### config.mk
export PLATFORM = sky130hd
export DESIGN_NAME = vga_timing_monitor
export DESIGN_NICKNAME = d
export VERILOG_FILES = /design/src/rtl/vga_mon_pkg.sv /design/src/rtl/vga_period_meas.sv /design/src/rtl/vga_timing_monitor.sv
export SDC_FILE = /design/constraint.sdc
export NUM_CORES = 1
export LEC_CHECK = 0
export BUFFER_PORTS_ARGS = -buffer_cell sky130_fd_sc_hd__buf_4
export CORE_MARGIN = 5
export CORE_UTILIZATION = 52
export CTS_CLUSTER_DIAMETER = 40
export CTS_CLUSTER_SIZE = 24
export DETAILED_ROUTE_END_ITERATION = 10
export PLACE_DENSITY = 0.76
export SLEW_MARGIN = 25
export SYNTH_ARGS = -nofsm -noshare
export SYNTH_HDL_FRONTEND = slang
export SYNTH_SLANG_ARGS = --single-unit
### constraint.sdc
create_clock -name pclk -period 3.45 [get_ports pclk]
set_input_delay 0.1725 -clock pclk [delete_from_list [all_inputs] [get_ports pclk]]
set_output_delay 0.1725 -clock pclk [all_outputs]
set_load 0.05 [all_outputs]
### src/rtl/vga_mon_pkg.sv
// Shared types and constants for the VGA timing monitor.
// Default mode is SVGA 800x600@60 (1056x628 total).
package vga_mon_pkg;

    typedef enum logic [1:0] {
        SEEK    = 2'd0,
        MEASURE = 2'd1,
        LOCKED  = 2'd2
    } mon_state_t;

    localparam int SVGA_H_TOTAL  = 1056;
    localparam int SVGA_H_SYNC_W = 128;
    localparam int SVGA_V_TOTAL  = 628;
    localparam int SVGA_V_SYNC_W = 4;

    localparam int ERR_CNT_W   = 8;
    localparam int FRAME_CNT_W = 16;
    localparam int SUM_W       = 32;

    function automatic logic [ERR_CNT_W-1:0] sat_inc(
        input logic [ERR_CNT_W-1:0] v
    );
        return (&v) ? v : v + 1'b1;
    endfunction

endpackage

### src/rtl/vga_period_meas.sv
// Period / pulse-width meter: counts ticks between leading edges
// and flags length, width and runaway (timeout) violations.
module vga_period_meas #(
    parameter int WIDTH    = 12,
    parameter int EXPECT   = 1056,
    parameter int EXPECT_W = 128,
    parameter int TIMEOUT  = 2112
) (
    input  logic             clk,
    input  logic             rst,
    input  logic             tick,
    input  logic             lead,
    input  logic             trail,
    output logic [WIDTH-1:0] meas,
    output logic             len_err,
    output logic             width_err,
    output logic             timeout
);

    logic [WIDTH-1:0] cnt;
    logic [WIDTH-1:0] span;
    logic             run;

    // span includes a tick landing in the same cycle as the edge
    assign span      = cnt + WIDTH'(tick);
    assign len_err   = run && lead && (span != WIDTH'(EXPECT));
    assign width_err = run && trail && (span != WIDTH'(EXPECT_W));
    assign timeout   = run && !lead && (span == WIDTH'(TIMEOUT));

    always_ff @(posedge clk) begin
        if (rst) begin
            cnt  <= '0;
            run  <= 1'b0;
            meas <= '0;
        end else if (lead) begin
            cnt <= '0;
            run <= 1'b1;
            if (run) meas <= span;
        end else if (timeout) begin
            cnt  <= '0;
            run  <= 1'b0;
            meas <= WIDTH'(TIMEOUT);
        end else if (run) begin
            cnt <= span;
        end
    end

endmodule

### src/rtl/vga_timing_monitor.sv
// VGA timing checker: line/frame period and sync width checks,
// lock tracking, sticky errors, frame counter and pixel checksum.
module vga_timing_monitor
    import vga_mon_pkg::*;
#(
    parameter int H_TOTAL     = SVGA_H_TOTAL,
    parameter int V_TOTAL     = SVGA_V_TOTAL,
    parameter int H_SYNC_W    = SVGA_H_SYNC_W,
    parameter int V_SYNC_W    = SVGA_V_SYNC_W,
    parameter bit HS_POL      = 1'b1,
    parameter bit VS_POL      = 1'b1,
    parameter int COLOR_W     = 4,
    parameter int LOCK_FRAMES = 2,
    parameter int CNT_W       = 12
) (
    input  logic                   pclk,
    input  logic                   rst,
    input  logic                   hs,
    input  logic                   vs,
    input  logic [COLOR_W-1:0]     r,
    input  logic [COLOR_W-1:0]     g,
    input  logic [COLOR_W-1:0]     b,
    input  logic                   clr_err,
    output logic                   locked,
    output logic                   err_hlen,
    output logic                   err_hsw,
    output logic                   err_vlen,
    output logic                   err_vsw,
    output logic [ERR_CNT_W-1:0]   err_cnt,
    output logic [CNT_W-1:0]       h_meas,
    output logic [CNT_W-1:0]       v_meas,
    output logic [FRAME_CNT_W-1:0] frame_cnt,
    output logic                   frame_done,
    output logic [SUM_W-1:0]       frame_sum
);

    localparam int CLEAN_W = $clog2(LOCK_FRAMES + 1);

    logic                   hs_q, vs_q, hs_d, vs_d;
    logic [3*COLOR_W-1:0]   rgb_q;
    logic [1:0]             warm;
    logic                   hs_lead, hs_trail, vs_lead, vs_trail;
    logic [SUM_W-1:0]       pix, acc;

    logic                   h_len_err, h_w_err, h_tmo;
    logic                   v_len_err, v_w_err, v_tmo;
    logic                   checks_on, err_evt, tmo;
    logic                   new_hlen, new_hsw, new_vlen, new_vsw;

    mon_state_t             state, state_nxt;
    logic [CLEAN_W-1:0]     clean, clean_nxt;
    logic                   frame_bad, bad_nxt;

    // warm masks edges until hs_d/vs_d hold real samples after reset
    always_ff @(posedge pclk) begin
        if (rst) begin
            hs_q  <= ~HS_POL;
            vs_q  <= ~VS_POL;
            hs_d  <= ~HS_POL;
            vs_d  <= ~VS_POL;
            rgb_q <= '0;
            warm  <= '0;
        end else begin
            hs_q  <= hs;
            vs_q  <= vs;
            hs_d  <= hs_q;
            vs_d  <= vs_q;
            rgb_q <= {r, g, b};
            warm  <= {warm[0], 1'b1};
        end
    end

    assign hs_lead  = warm[1] && (hs_q == HS_POL) && (hs_d != HS_POL);
    assign hs_trail = warm[1] && (hs_q != HS_POL) && (hs_d == HS_POL);
    assign vs_lead  = warm[1] && (vs_q == VS_POL) && (vs_d != VS_POL);
    assign vs_trail = warm[1] && (vs_q != VS_POL) && (vs_d == VS_POL);
    assign pix      = SUM_W'(rgb_q);

    vga_period_meas #(
        .WIDTH    (CNT_W),
        .EXPECT   (H_TOTAL),
        .EXPECT_W (H_SYNC_W),
        .TIMEOUT  (2 * H_TOTAL)
    ) u_h_meas (
        .clk       (pclk),
        .rst       (rst),
        .tick      (1'b1),
        .lead      (hs_lead),
        .trail     (hs_trail),
        .meas      (h_meas),
        .len_err   (h_len_err),
        .width_err (h_w_err),
        .timeout   (h_tmo)
    );

    vga_period_meas #(
        .WIDTH    (CNT_W),
        .EXPECT   (V_TOTAL),
        .EXPECT_W (V_SYNC_W),
        .TIMEOUT  (2 * V_TOTAL)
    ) u_v_meas (
        .clk       (pclk),
        .rst       (rst),
        .tick      (hs_lead),
        .lead      (vs_lead),
        .trail     (vs_trail),
        .meas      (v_meas),
        .len_err   (v_len_err),
        .width_err (v_w_err),
        .timeout   (v_tmo)
    );

    assign checks_on = (state != SEEK);
    assign new_hlen  = checks_on && (h_len_err || h_tmo);
    assign new_hsw   = checks_on && h_w_err;
    assign new_vlen  = checks_on && (v_len_err || v_tmo);
    assign new_vsw   = checks_on && v_w_err;
    assign err_evt   = new_hlen || new_hsw || new_vlen || new_vsw;
    assign tmo       = checks_on && (h_tmo || v_tmo);
    assign locked    = (state == LOCKED);

    always_ff @(posedge pclk) begin
        if (rst) begin
            state     <= SEEK;
            clean     <= '0;
            frame_bad <= 1'b0;
        end else begin
            state     <= state_nxt;
            clean     <= clean_nxt;
            frame_bad <= bad_nxt;
        end
    end

    always_comb begin
        state_nxt = state;
        clean_nxt = clean;
        bad_nxt   = vs_lead ? 1'b0 : (frame_bad || err_evt);
        unique case (state)
            SEEK: begin
                if (vs_lead) begin
                    state_nxt = MEASURE;
                    clean_nxt = '0;
                end
            end
            MEASURE: begin
                if (tmo) begin
                    state_nxt = SEEK;
                    clean_nxt = '0;
                end else if (vs_lead) begin
                    if (frame_bad || err_evt) begin
                        clean_nxt = '0;
                    end else if (clean == CLEAN_W'(LOCK_FRAMES - 1)) begin
                        state_nxt = LOCKED;
                        clean_nxt = '0;
                    end else begin
                        clean_nxt = clean + 1'b1;
                    end
                end else if (err_evt) begin
                    clean_nxt = '0;
                end
            end
            LOCKED: begin
                if (tmo) begin
                    state_nxt = SEEK;
                    clean_nxt = '0;
                end else if (err_evt) begin
                    state_nxt = MEASURE;
                    clean_nxt = '0;
                end
            end
            default: begin
                state_nxt = SEEK;
                clean_nxt = '0;
            end
        endcase
    end

    // a new error wins over a same-cycle clear
    always_ff @(posedge pclk) begin
        if (rst) begin
            err_hlen   <= 1'b0;
            err_hsw    <= 1'b0;
            err_vlen   <= 1'b0;
            err_vsw    <= 1'b0;
            err_cnt    <= '0;
            frame_cnt  <= '0;
            frame_done <= 1'b0;
            frame_sum  <= '0;
            acc        <= '0;
        end else begin
            err_hlen   <= (err_hlen && !clr_err) || new_hlen;
            err_hsw    <= (err_hsw && !clr_err) || new_hsw;
            err_vlen   <= (err_vlen && !clr_err) || new_vlen;
            err_vsw    <= (err_vsw && !clr_err) || new_vsw;
            frame_done <= vs_lead;
            if (clr_err) begin
                err_cnt <= ERR_CNT_W'(err_evt);
            end else if (err_evt) begin
                err_cnt <= sat_inc(err_cnt);
            end
            if (vs_lead) begin
                frame_cnt <= frame_cnt + 1'b1;
                frame_sum <= acc + pix;
                acc       <= '0;
            end else begin
                acc <= acc + pix;
            end
        end
    end

endmodule
=== After elaboration in Yosys (flattened, before gate mapping) ===
Index checks and enable logic that the tools add are counted.

* Add/sub/neg operators: 6
* Eq/ne operators: 17
* Multiplexer cells: 30
* Bitwise logic cells: 5
* Reductions and logical operators: 58

{| class="wikitable"
|+ Operators by type and width
! operator !! number
|-
| two-way mux 12 bit || 6
|-
| adder 32 x 12 -> 32 bit || 1
|-
| logical AND 1 bit || 29
|-
| two-way mux 2 bit || 14
|-
| adder 16 x 1 -> 16 bit (second input constant) || 1
|-
| adder 12 x 1 -> 12 bit || 1
|-
| adder 12 x 1 -> 12 bit (second input constant) || 1
|-
| equality test 12 x 11 -> 1 bit (second input constant) || 1
|-
| equality test 12 bit (second input constant) || 1
|-
| != test 12 x 10 -> 1 bit (second input constant) || 1
|-
| != test 12 x 11 -> 1 bit (second input constant) || 1
|-
| != test 12 x 3 -> 1 bit (second input constant) || 1
|-
| != test 12 x 8 -> 1 bit (second input constant) || 1
|-
| case mux 2 bit (3 select lines) || 2
|-
| logical OR 1 bit || 11
|-
| adder 8 x 1 -> 8 bit (second input constant) || 1
|-
| two-way mux 1 bit || 8
|-
| AND reduction 2 bit || 4
|-
| AND reduction 8 bit || 1
|-
| nonzero test 2 bit || 4
|-
| != test 2 bit (second input constant) || 3
|-
| != test 3 bit (second input constant) || 2
|-
| OR reduction 3 bit || 2
|-
| inverter 1 bit || 5
|-
| 10 further kinds || 14
|}

* Register bits after elaboration: 166
* Bits of input ports: 17
* Logic and storage cells: 142

=== Depth between registers and ports, before layout ===
Gate-level depths: netlist of the first run.

* Word-level depth: 15
* Depth in mapped cells: 15
* Gate-level depth less buffers: 14

=== Modules after synthesis ===
From an unflattened synthesis of the first run, not the netlist that was laid out.

* Cell total of the unflattened synthesis: 924
* Area, all modules: 7941.4 µm²

{| class="wikitable"
|+ Modules (own cells, without submodules)
! module !! times used !! cells each !! area an instance (µm²)
|-
| vga_timing_monitor || 1 || 586 || 5082.4
|-
| vga_period_meas at u_v_meas || 1 || 166 || 1461.4
|-
| vga_period_meas at u_h_meas || 1 || 172 || 1397.6
|}

=== Worst setup path after synthesis of the first run ===
Ideal clock, no wire load.

* Path type: flip-flop to flip-flop
* Start point: register warm[1]
* End point: register err_cnt[5]
* Arrival time: 3275 ps
* Data required time: 3380 ps
* Slack: 105 ps
* Cell stages (with the launch flop): 15
* Path buffers: 0
* Period minus slack after synthesis: 3345 ps
* Cell sequence: dfxtp_1 nand2_1 or2_2 inv_1 ha_1 ha_1 nand3_1 xor2_1 nand3_1 nor4_2 a21oi_1 o211ai_2 o21ai_2 or4_1 a21oi_1

* Cells in the longest elaborated chain, start to end: 11

{| class="wikitable"
|+ RTL lines
! item !! RTL line !! source
|-
| start, declared || vga_timing_monitor.sv:41 || <nowiki>logic [1:0] warm;</nowiki>
|-
| start signal, assigned || vga_timing_monitor.sv:69 || <nowiki>warm <= {warm[0], 1'b1};</nowiki>
|-
| logical AND 1 bit (*) (2 in a row) || vga_timing_monitor.sv:73 || <nowiki>assign hs_lead = warm[1] && (hs_q == HS_POL) && (hs_d != HS_POL);</nowiki>
|-
| net hs_lead || vga_timing_monitor.sv:42 || <nowiki>logic hs_lead, hs_trail, vs_lead, vs_trail;</nowiki>
|-
| parallel branches: the longest is 7 deep, another holds adder 12 x 1 -> 12 bit || n/a ||
|-
| logical OR 1 bit (*) || vga_timing_monitor.sv:118 || <nowiki>assign err_evt = new_hlen || new_hsw || new_vlen || new_vsw;</nowiki>
|-
| AND reduction 2 bit (no line) (*) || n/a ||
|-
| end signal, assigned || vga_timing_monitor.sv:197 || <nowiki>err_cnt <= ERR_CNT_W'(err_evt);</nowiki>
|-
| end signal, assigned || vga_timing_monitor.sv:199 || <nowiki>err_cnt <= sat_inc(err_cnt);</nowiki>
|-
| end, declared || vga_timing_monitor.sv:29 || <nowiki>output logic [ERR_CNT_W-1:0] err_cnt,</nowiki>
|}

Mark *: on every way through the listed nets, which the timed path passes.
A chain may end at the register's enable or synchronous reset.

=== Worst setup path in the final report of the first run ===
Ends and elaborated chain as after synthesis.

==> results of run 1 <==
through the flow:
stage / power (mW) / hold slack [ns] / cells / utilization
4_1_cts: 4.398 / 0.02609 / 1211 / 0.6482
2_1_floorplan: 2.296 / 0.2556 / 905 / -
3_5_place_dp: 2.386 / 0.3818 / 1165 / 0.5939
6_report: 4.381 / 0.01609 / 1217 / 0.6563
5_1_grt: 4.541 / 0.03873 / 1217 / 0.6563
3_3_place_gp: 2.382 / 0.3788 / 1165 / 0.5939
timing repair:
action | 4_1_cts | 5_1_grt
setup buffers | 1 | 6
hold endpoints to repair | 13 | 0
gates resized for setup | 3 | 16
setup endpoints to repair | 4 | 23
hold buffers | 13 | 0
pin swaps | 1 | 9
worst max-delay path, cell delays in order (launching register included):
cell      delay (ns)
dfxtp_1         0.36
nand2_1         0.06
or2_2           0.28
inv_2           0.09
ha_4            0.16
nand4_1         0.22
o31ai_2         0.28
nand3_1         0.17
nor4_2          0.36
a21oi_1         0.14
o211ai_2        0.33
o21ai_4         0.13
or4_1           0.48
a21oi_1         0.17
worst paths after layout:
| check | startpoint | endpoint | slack (ns) | cells after the start |
|---|---|---|---|---|
| worst max-delay path | warm[1]$_SDFF_PP0_ | err_cnt[5]$_SDFFE_PP0P_ | 0.14 | 13 |
| worst min-delay path | g[0] | rgb_q[4]$_SDFF_PP0_ | 0.02 | 2 |
| worst max register to register | warm[1]$_SDFF_PP0_ | err_cnt[5]$_SDFFE_PP0P_ | 0.14 | 13 |
| worst min register to register | warm[0]$_DFF_P_ | warm[1]$_SDFF_PP0_ | 0.44 | 1 |
power by group through the flow:
stage	clock (mW)	sequential (mW)	combinational, mW
2_1_floorplan	0	2.04	0.258
3_5_place_dp	0	2.03	0.356
3_3_place_gp	0	2.03	0.353
6_report	2.02	1.99	0.377
4_1_cts	2.04	1.99	0.371
5_1_grt	2.12	1.99	0.428
flip-flops by register name (all words and copies together) (netlist names), 8 cells and up:
register,flops
acc,32
frame_sum,32
frame_cnt,16
rgb_q,12
u_h_meas.cnt,12
u_h_meas.meas,12
u_v_meas.cnt,12
u_v_meas.meas,12
err_cnt,8
cell usage in the layout (no fill, tap or decap), drive strengths merged, types with 3 or more instances in the layout:
master,count
a211oi,3
nand2b,6
dlygate4sd3,13
buf,133
and4,7
a32o,3
or2,5
o21ai,43
inv,29
xor2,42
nor2,122
or4,4
o211ai,8
a21oi,44
o21a,4
nand4,31
bufinv,3
xnor2,31
o31ai,7
ha,22
a31oi,20
dfxtp,166
nand3b,5
nor3b,5
mux2i,7
nand2,74
clkbuf,23
nor4,9
a21o,9
and2,8
nor3,17
nor4b,3
nor2b,24
nand3,52
or3,5
a211o,7
and3,14
metal layers:
| metal | routed length, microns | global-route usage |
|---|---|---|
| met1 | 8484 | 0.2820 |
| met2 | 8927 | 0.3451 |
| met3 | 1076 | 0.05887 |
| met4 | 292 | 0.06514 |
| met5 | 0 | 0 |
final cells by class:
type                            instances  area share
Clock buffer                           23     0.05220
Timing Repair Buffer                  146      0.1183
Multi-Input combinational cell        663      0.4322
Inverter                               26     0.01023
Sequential cell                       166      0.3485
Clock inverter                          9     0.01443
Tap cell                              184     0.02413
cell families (layout without fill, tap and decap cells):
| group | count (synthesis) | after routing |
|---|---|---|
| xor gates and xnor gates | 73 | 73 |
| AOI/OAI and AO/OA | 166 | 166 |
| DFF | 166 | 166 |
| adders and majority gates | 23 | 23 |
| and+or+nand+nor | 394 | 394 |
| muxes | 7 | 7 |
| buffers and inverters | 76 | 204 |
==> impl_results.md, run 1 <==
- Clock Path Buffers: 2
- Comb pwr share: 0.086
- Pint: 3.354 mW
- GP Congestion: 0.9010
- Maximum vdd drop: 0.0004154 V
- Drt first pass iters: 5
- Post-route ant nets: 0
- PwrDens: 459.2 mW/mm^2
- Final hold vios: 0
- Register bit total from synthesis: 166
- Fraction of synthesized area in multiplexers: 0.009104
- Worst slew pin tran: 0.8011 ns
- Boundary Pins: 103
- Area of the core: 0.01453 sq mm
- Critical Setup Path Class: reg2reg
- Vias in the first global route: 6458
- Layout cell share with drive strength beyond 1: 0.1878
- Post-DP Area: 0.008632 sq mm
- Max_slew headroom: 0.4646
- Final #Nets: 1060
- Crit path setup slack, layout: 0.1444 ns
- Setup_tns: 0 ns
- DRC: 0
- Tcrit/Tclk final: 0.9581
- Flop pwr share: 0.454
- Largest family of logic cells by synthesized area: simple AND/OR/NAND/NOR gates
- Max_cap viols: 0
- Die H: 131.7 microns
- WP data required: 3.80 ns
- Synth top area share: 0.4318
- CTS Sinks: 166
- Sequential-to-total area share from yosys stat: 0.4318
- Gr ovfl total: 0
- Area of the multi-input gates: 0.004123 sq mm
- CTS buffer count: 17
- Clock share of power: 0.460
- Die area: 0.01733 sq mm
- Number of H-tree levels: 4
- Post-synthesis area per instance: 8.504 sq um
- Post-synth top cells: 166 x dfxtp_1, 122 x nor2_1, 74 x nand2_1
- DRT iter0 DRCs: 483
- HP Class: in2reg
- DR vias: 6822
- Yosys warnings: 0
- Area grow syn2layout: 23.95%
- Clk_skew: 0.007218 ns
- CP Max Fanout: 10
- Synth area leaders: dfxtp_1 43%, nor2_1 6.0%, xor2_1 4.8%, nand2_1 3.6%, ha_1 3.6%
- Register Area: 0.003324 sq mm
- Synth async-reset ratio: 0
- Post-Synth Adder-Cell Area: 0.03837
- Post-synth top area cell: dfxtp_1
- Status: finished clean
- Fmax: 302.5 MHz
- DP Worst Slack: -0.04063 ns
- Synth Area in Compound Gates: 0.1382
- Clock Pin Slew Worst Setup and Hold Paths: 0.06 ns
- Sw frac: 0.2344
- Arr. time, crit path: 3.66 ns
- First-pass GRT wire length: 31560 microns
- Slew Viols, Final: 0
- Design Area, Final: 0.009539 sq mm
- Count leader, synth: dfxtp_1
- Simple-gate portion of the synthesized area: 0.2552
- GRT Total Usage: 0.2144
- Final Critical Period: 3.306 ns
- Initial Utilization: 0.5295
- Post-synth EDFFs: 0
- Clk root buf: clkbuf_16
- Final HPWL DP: 12500 microns
- Post-synth cell types: 63
- Ys flop type: dfxtp_1
- Post-Synth XOR/XNOR Area: 0.08308
- Crit end category: flop
- Vias per inst: 5.606
- Setup violators final: 0
- Num rows: 44
- Worst skew pair latency: 0.42 ns
- Startpoint Class: flop
- Switching power: 1.027 mW
- Post-synthesis cell area: 0.007696 sq mm
- Syn Nets: 945
- I/O Buffers: 102
- Drt total wl: 18780 microns
- Width of the die: 131.7 microns
- Syn Inst Count: 905
- Initial antenna violation count: 0
- FILL cells: 1223
- CTS tree: yes
- P_leak: 3.757 nW
- ANT cells: 0
- Wire per inst: 15.43 microns
- Pin count of the biggest net entering global routing: 68
Note: power is estimated with default switching activity, not from simulation.
==> run 2: changes to the inputs <==
CORE_UTILIZATION = 50   (was 52)
GPL_ROUTABILITY_DRIVEN = 1   (was unset)
PLACE_DENSITY = 0.73   (was 0.76)
==> impl_results.md, run 2 (same netlist as run 1, synthesis figures left out) <==
- Status: finished clean
- Number of H-tree levels: 4 (unchanged)
- Wire per inst: 15.43 microns (about the same)
- Commonest non-fill, non-tap cells in the layout: 166 x dfxtp_1, 131 x buf_4, 121 x nor2_1, 73 x nand2_1, 49 x nand3_1
- Crit path launch: warm[1]$_SDFF_PP0_
- Crit path max-delay family: simple AND/OR/NAND/NOR gates
- Worst hold start: b[3]
- Commonest non-fill, non-tap cell in the layout: dfxtp_1
- Max incr delay on CP: 0.47 ns (about the same)
- Initial antenna violation count: 0 (unchanged)
- Hold Worst Slack: 0.03216 ns (+0.01606 ns)
- Arr. time, crit path: 3.64 ns (-0.02 ns)
- DRC: 0 (unchanged)
- R2r worst-path depth: 14 (+1)
- Clock Pin Slew Worst Setup and Hold Paths: 0.06 ns (about the same)
- Worst skew pair latency: 0.42 ns (about the same)
- Overall power consumption: 4.146 mW (-5.4%)
- CTS tree: yes
- Vias per inst: 5.553 (-0.94%)
- Cell count after placement: 1171 (+0.52%)
- Max_cap viols: 0 (unchanged)
- Critical Path Most Common Cell: a21oi_1
- FF-to-FF Start: warm[1]$_SDFF_PP0_
- Slew Viols, Final: 0 (unchanged)
- Setup violators final: 0 (unchanged)
- Final #Nets: 1058 (-0.19%)
- Max_slew headroom: 0.5564 (+0.09177)
- Fmax: 304.4 MHz (+0.63%)
- CTS buffer count: 17 (unchanged)
- Crit Reg-Reg Endpoint: err_cnt[7]$_SDFFE_PP0P_
- Clk root buf: clkbuf_16
- Die area: 0.01797 sq mm (+3.7%)
- Worst reg2reg setup slack: 0.17 ns (+0.02 ns)
- HP Class: in2reg
- Clock Path Buffers: 2 (unchanged)
- Crit end category: flop
- Post-route ant nets: 0 (unchanged)
- Tcrit/Tclk final: 0.9521 (-0.006015)
- CTS Sinks: 166 (unchanged)
- Area of the core: 0.01515 sq mm (+4.2%)
- Top flop regs: acc (32), frame_sum (32), frame_cnt (16)
- Initial Utilization: 0.5081 (-0.02139)
- Final HPWL DP: 12820 microns (+2.6%)
- First-pass GRT wire length: 30030 microns (-4.9%)
- I/O Buffers: 102 (unchanged)
- Worst Path Buf+Inv: 1 (unchanged)
- Width of the die: 134.1 microns (+1.8%)
- DR vias: 6769 (-0.78%)
- Boundary Pins: 103 (unchanged)
- Hold Path Stages: 2 (unchanged)
- PwrDens: 437.1 mW/mm^2 (-4.8%)
- Drt total wl: 18810 microns (+0.16%)
- Drt first pass iters: 5 (unchanged)
- Final Critical Period: 3.285 ns (-0.02075 ns)
- FILL cells: 1306 (+6.8%)
- GRT Total Usage: 0.2019 (-0.01249)
- WP data required: 3.80 ns (about the same)
- Num rows: 45 (+2.3%)
- Final hold vios: 0 (unchanged)
- RSZ-0062 raised after global routing: yes
- Critical Setup Path Class: reg2reg
- Vias in the first global route: 6150 (-4.8%)
- CP max stage cell: or4_1
- Area grow syn2layout: 23.25%
- Hold EP: rgb_q[3]$_SDFF_PP0_
- Pin count of the biggest net entering global routing: 43 (-37%)
- ANT cells: 0 (unchanged)
- CP Max Fanout: 6 (-4)
- Maximum vdd drop: 0.0004082 V (-1.7%)
- Worst slew pin tran: 0.6638 ns (-0.1373 ns)
- Gr ovfl total: 0 (unchanged)
- Crit path setup slack, layout: 0.1651 ns (+0.02075 ns)
- Layout cell share with drive strength beyond 1: 0.1872 (-0.0006056)
- Clk_skew: 0.007860 ns (+0.0006429 ns)
- Critical path, cell by cell: nand2_1 -> or2_2 -> inv_2 -> ha_4 -> ha_2 -> nand3_4 -> xor2_2 -> nand3_2 -> nor4_4 -> a21oi_1 -> o211ai_2 -> o21ai_4 -> or4_1 -> a21oi_1
- DP Worst Slack: 0.006114 ns (+0.04674 ns)
- Final instance count without filler cells: 1219 (+0.16%)
- Die H: 134.1 microns (+1.8%)
- Startpoint Class: flop
- GP Congestion: 0.9054 (+0.49%)
- P_leak: 3.703 nW (-1.4%)
- DRT iter0 DRCs: 374 (-23%)
- Instance count on the critical path: 14 (+1)
run 2: cell count changes in the layout (fill, tap and decap cells not counted), moves of 2 or more:
cell        change
clkbuf_8        -4
inv_6           -2
bufinv_16       -2
clkbuf_1        +2
nor4b_2         +2
buf_4           -2
nor3_1          -2
clkinvlp_4      +5
run 2: area by class of cell:
type                       count  area (sq um)  area share
clock buffer                  21         450.4     0.04749
multi-input combinational    664          4173      0.4399
timing repair buffer         143          1104      0.1163
inverter                      26         97.59     0.01029
clock inverter                11         102.6     0.01082
sequential                   166          3323      0.3503
tap                          188         235.2     0.02480
run 2: report_power, final:
| group | internal (mW) | total (mW) | switching, mW |
|---|---|---|---|
| clock network | 1.01 | 1.79 | 0.774 |
| logic | 0.145 | 0.373 | 0.228 |
| registers | 1.96 | 1.99 | 0.0239 |
run 2: worst max-delay path by stage:
stage | to
after CTS | err_cnt[1]$_SDFFE_PP0P_
after detailed placement | err_cnt[7]$_SDFFE_PP0P_
after floorplan | err_cnt[5]$_SDFFE_PP0P_
after global placement | err_cnt[1]$_SDFFE_PP0P_
final | err_cnt[7]$_SDFFE_PP0P_
after global routing | state[1]$_SDFFE_PP0P_
run 2: worst register-to-register path, stage by stage, from the launching register on:
cell and delay [ns]:
dfxtp_1 0.36, nand2_1 0.06, or2_2 0.28, inv_2 0.09, ha_4 0.16, ha_2 0.21
nand3_4 0.13, xor2_2 0.24, nand3_2 0.15, nor4_4 0.33, a21oi_1 0.14, o211ai_2 0.33
o21ai_4 0.11, or4_1 0.47, a21oi_1 0.15
run 2: repair_timing:
| action | in CTS | in global routing |
|---|---|---|
| hold endpoints to repair | 12 | 0 |
| gates resized for setup | 2 | 22 |
| endpoints found under the setup margin | 3 | 25 |
| hold buffers | 12 | 0 |
| buffers inserted | 0 | 3 |
| pin swaps | 0 | 8 |
| cloned | 0 | 1 |
run 2: metal layers:
metal	vias up	track usage	share of wire	routed length, microns
met5	-	0	0	0
li1	3397	-	-	-
met4	0	0.05034	0.012	221
met1	3176	0.2745	0.47	8786
met3	22	0.05251	0.055	1041
met2	174	0.3229	0.47	8761
run 2: per-stage QoR:
step	area [sq um]	setup TNS [ns]	util
6_report	9485	0	0.6263
3_5_place_dp	8652	0	0.5713
2_1_floorplan	7696	0	-
4_1_cts	9336	0	0.6164
3_3_place_gp	8652	0	0.5713
5_1_grt	9485	-0.03268	0.6263
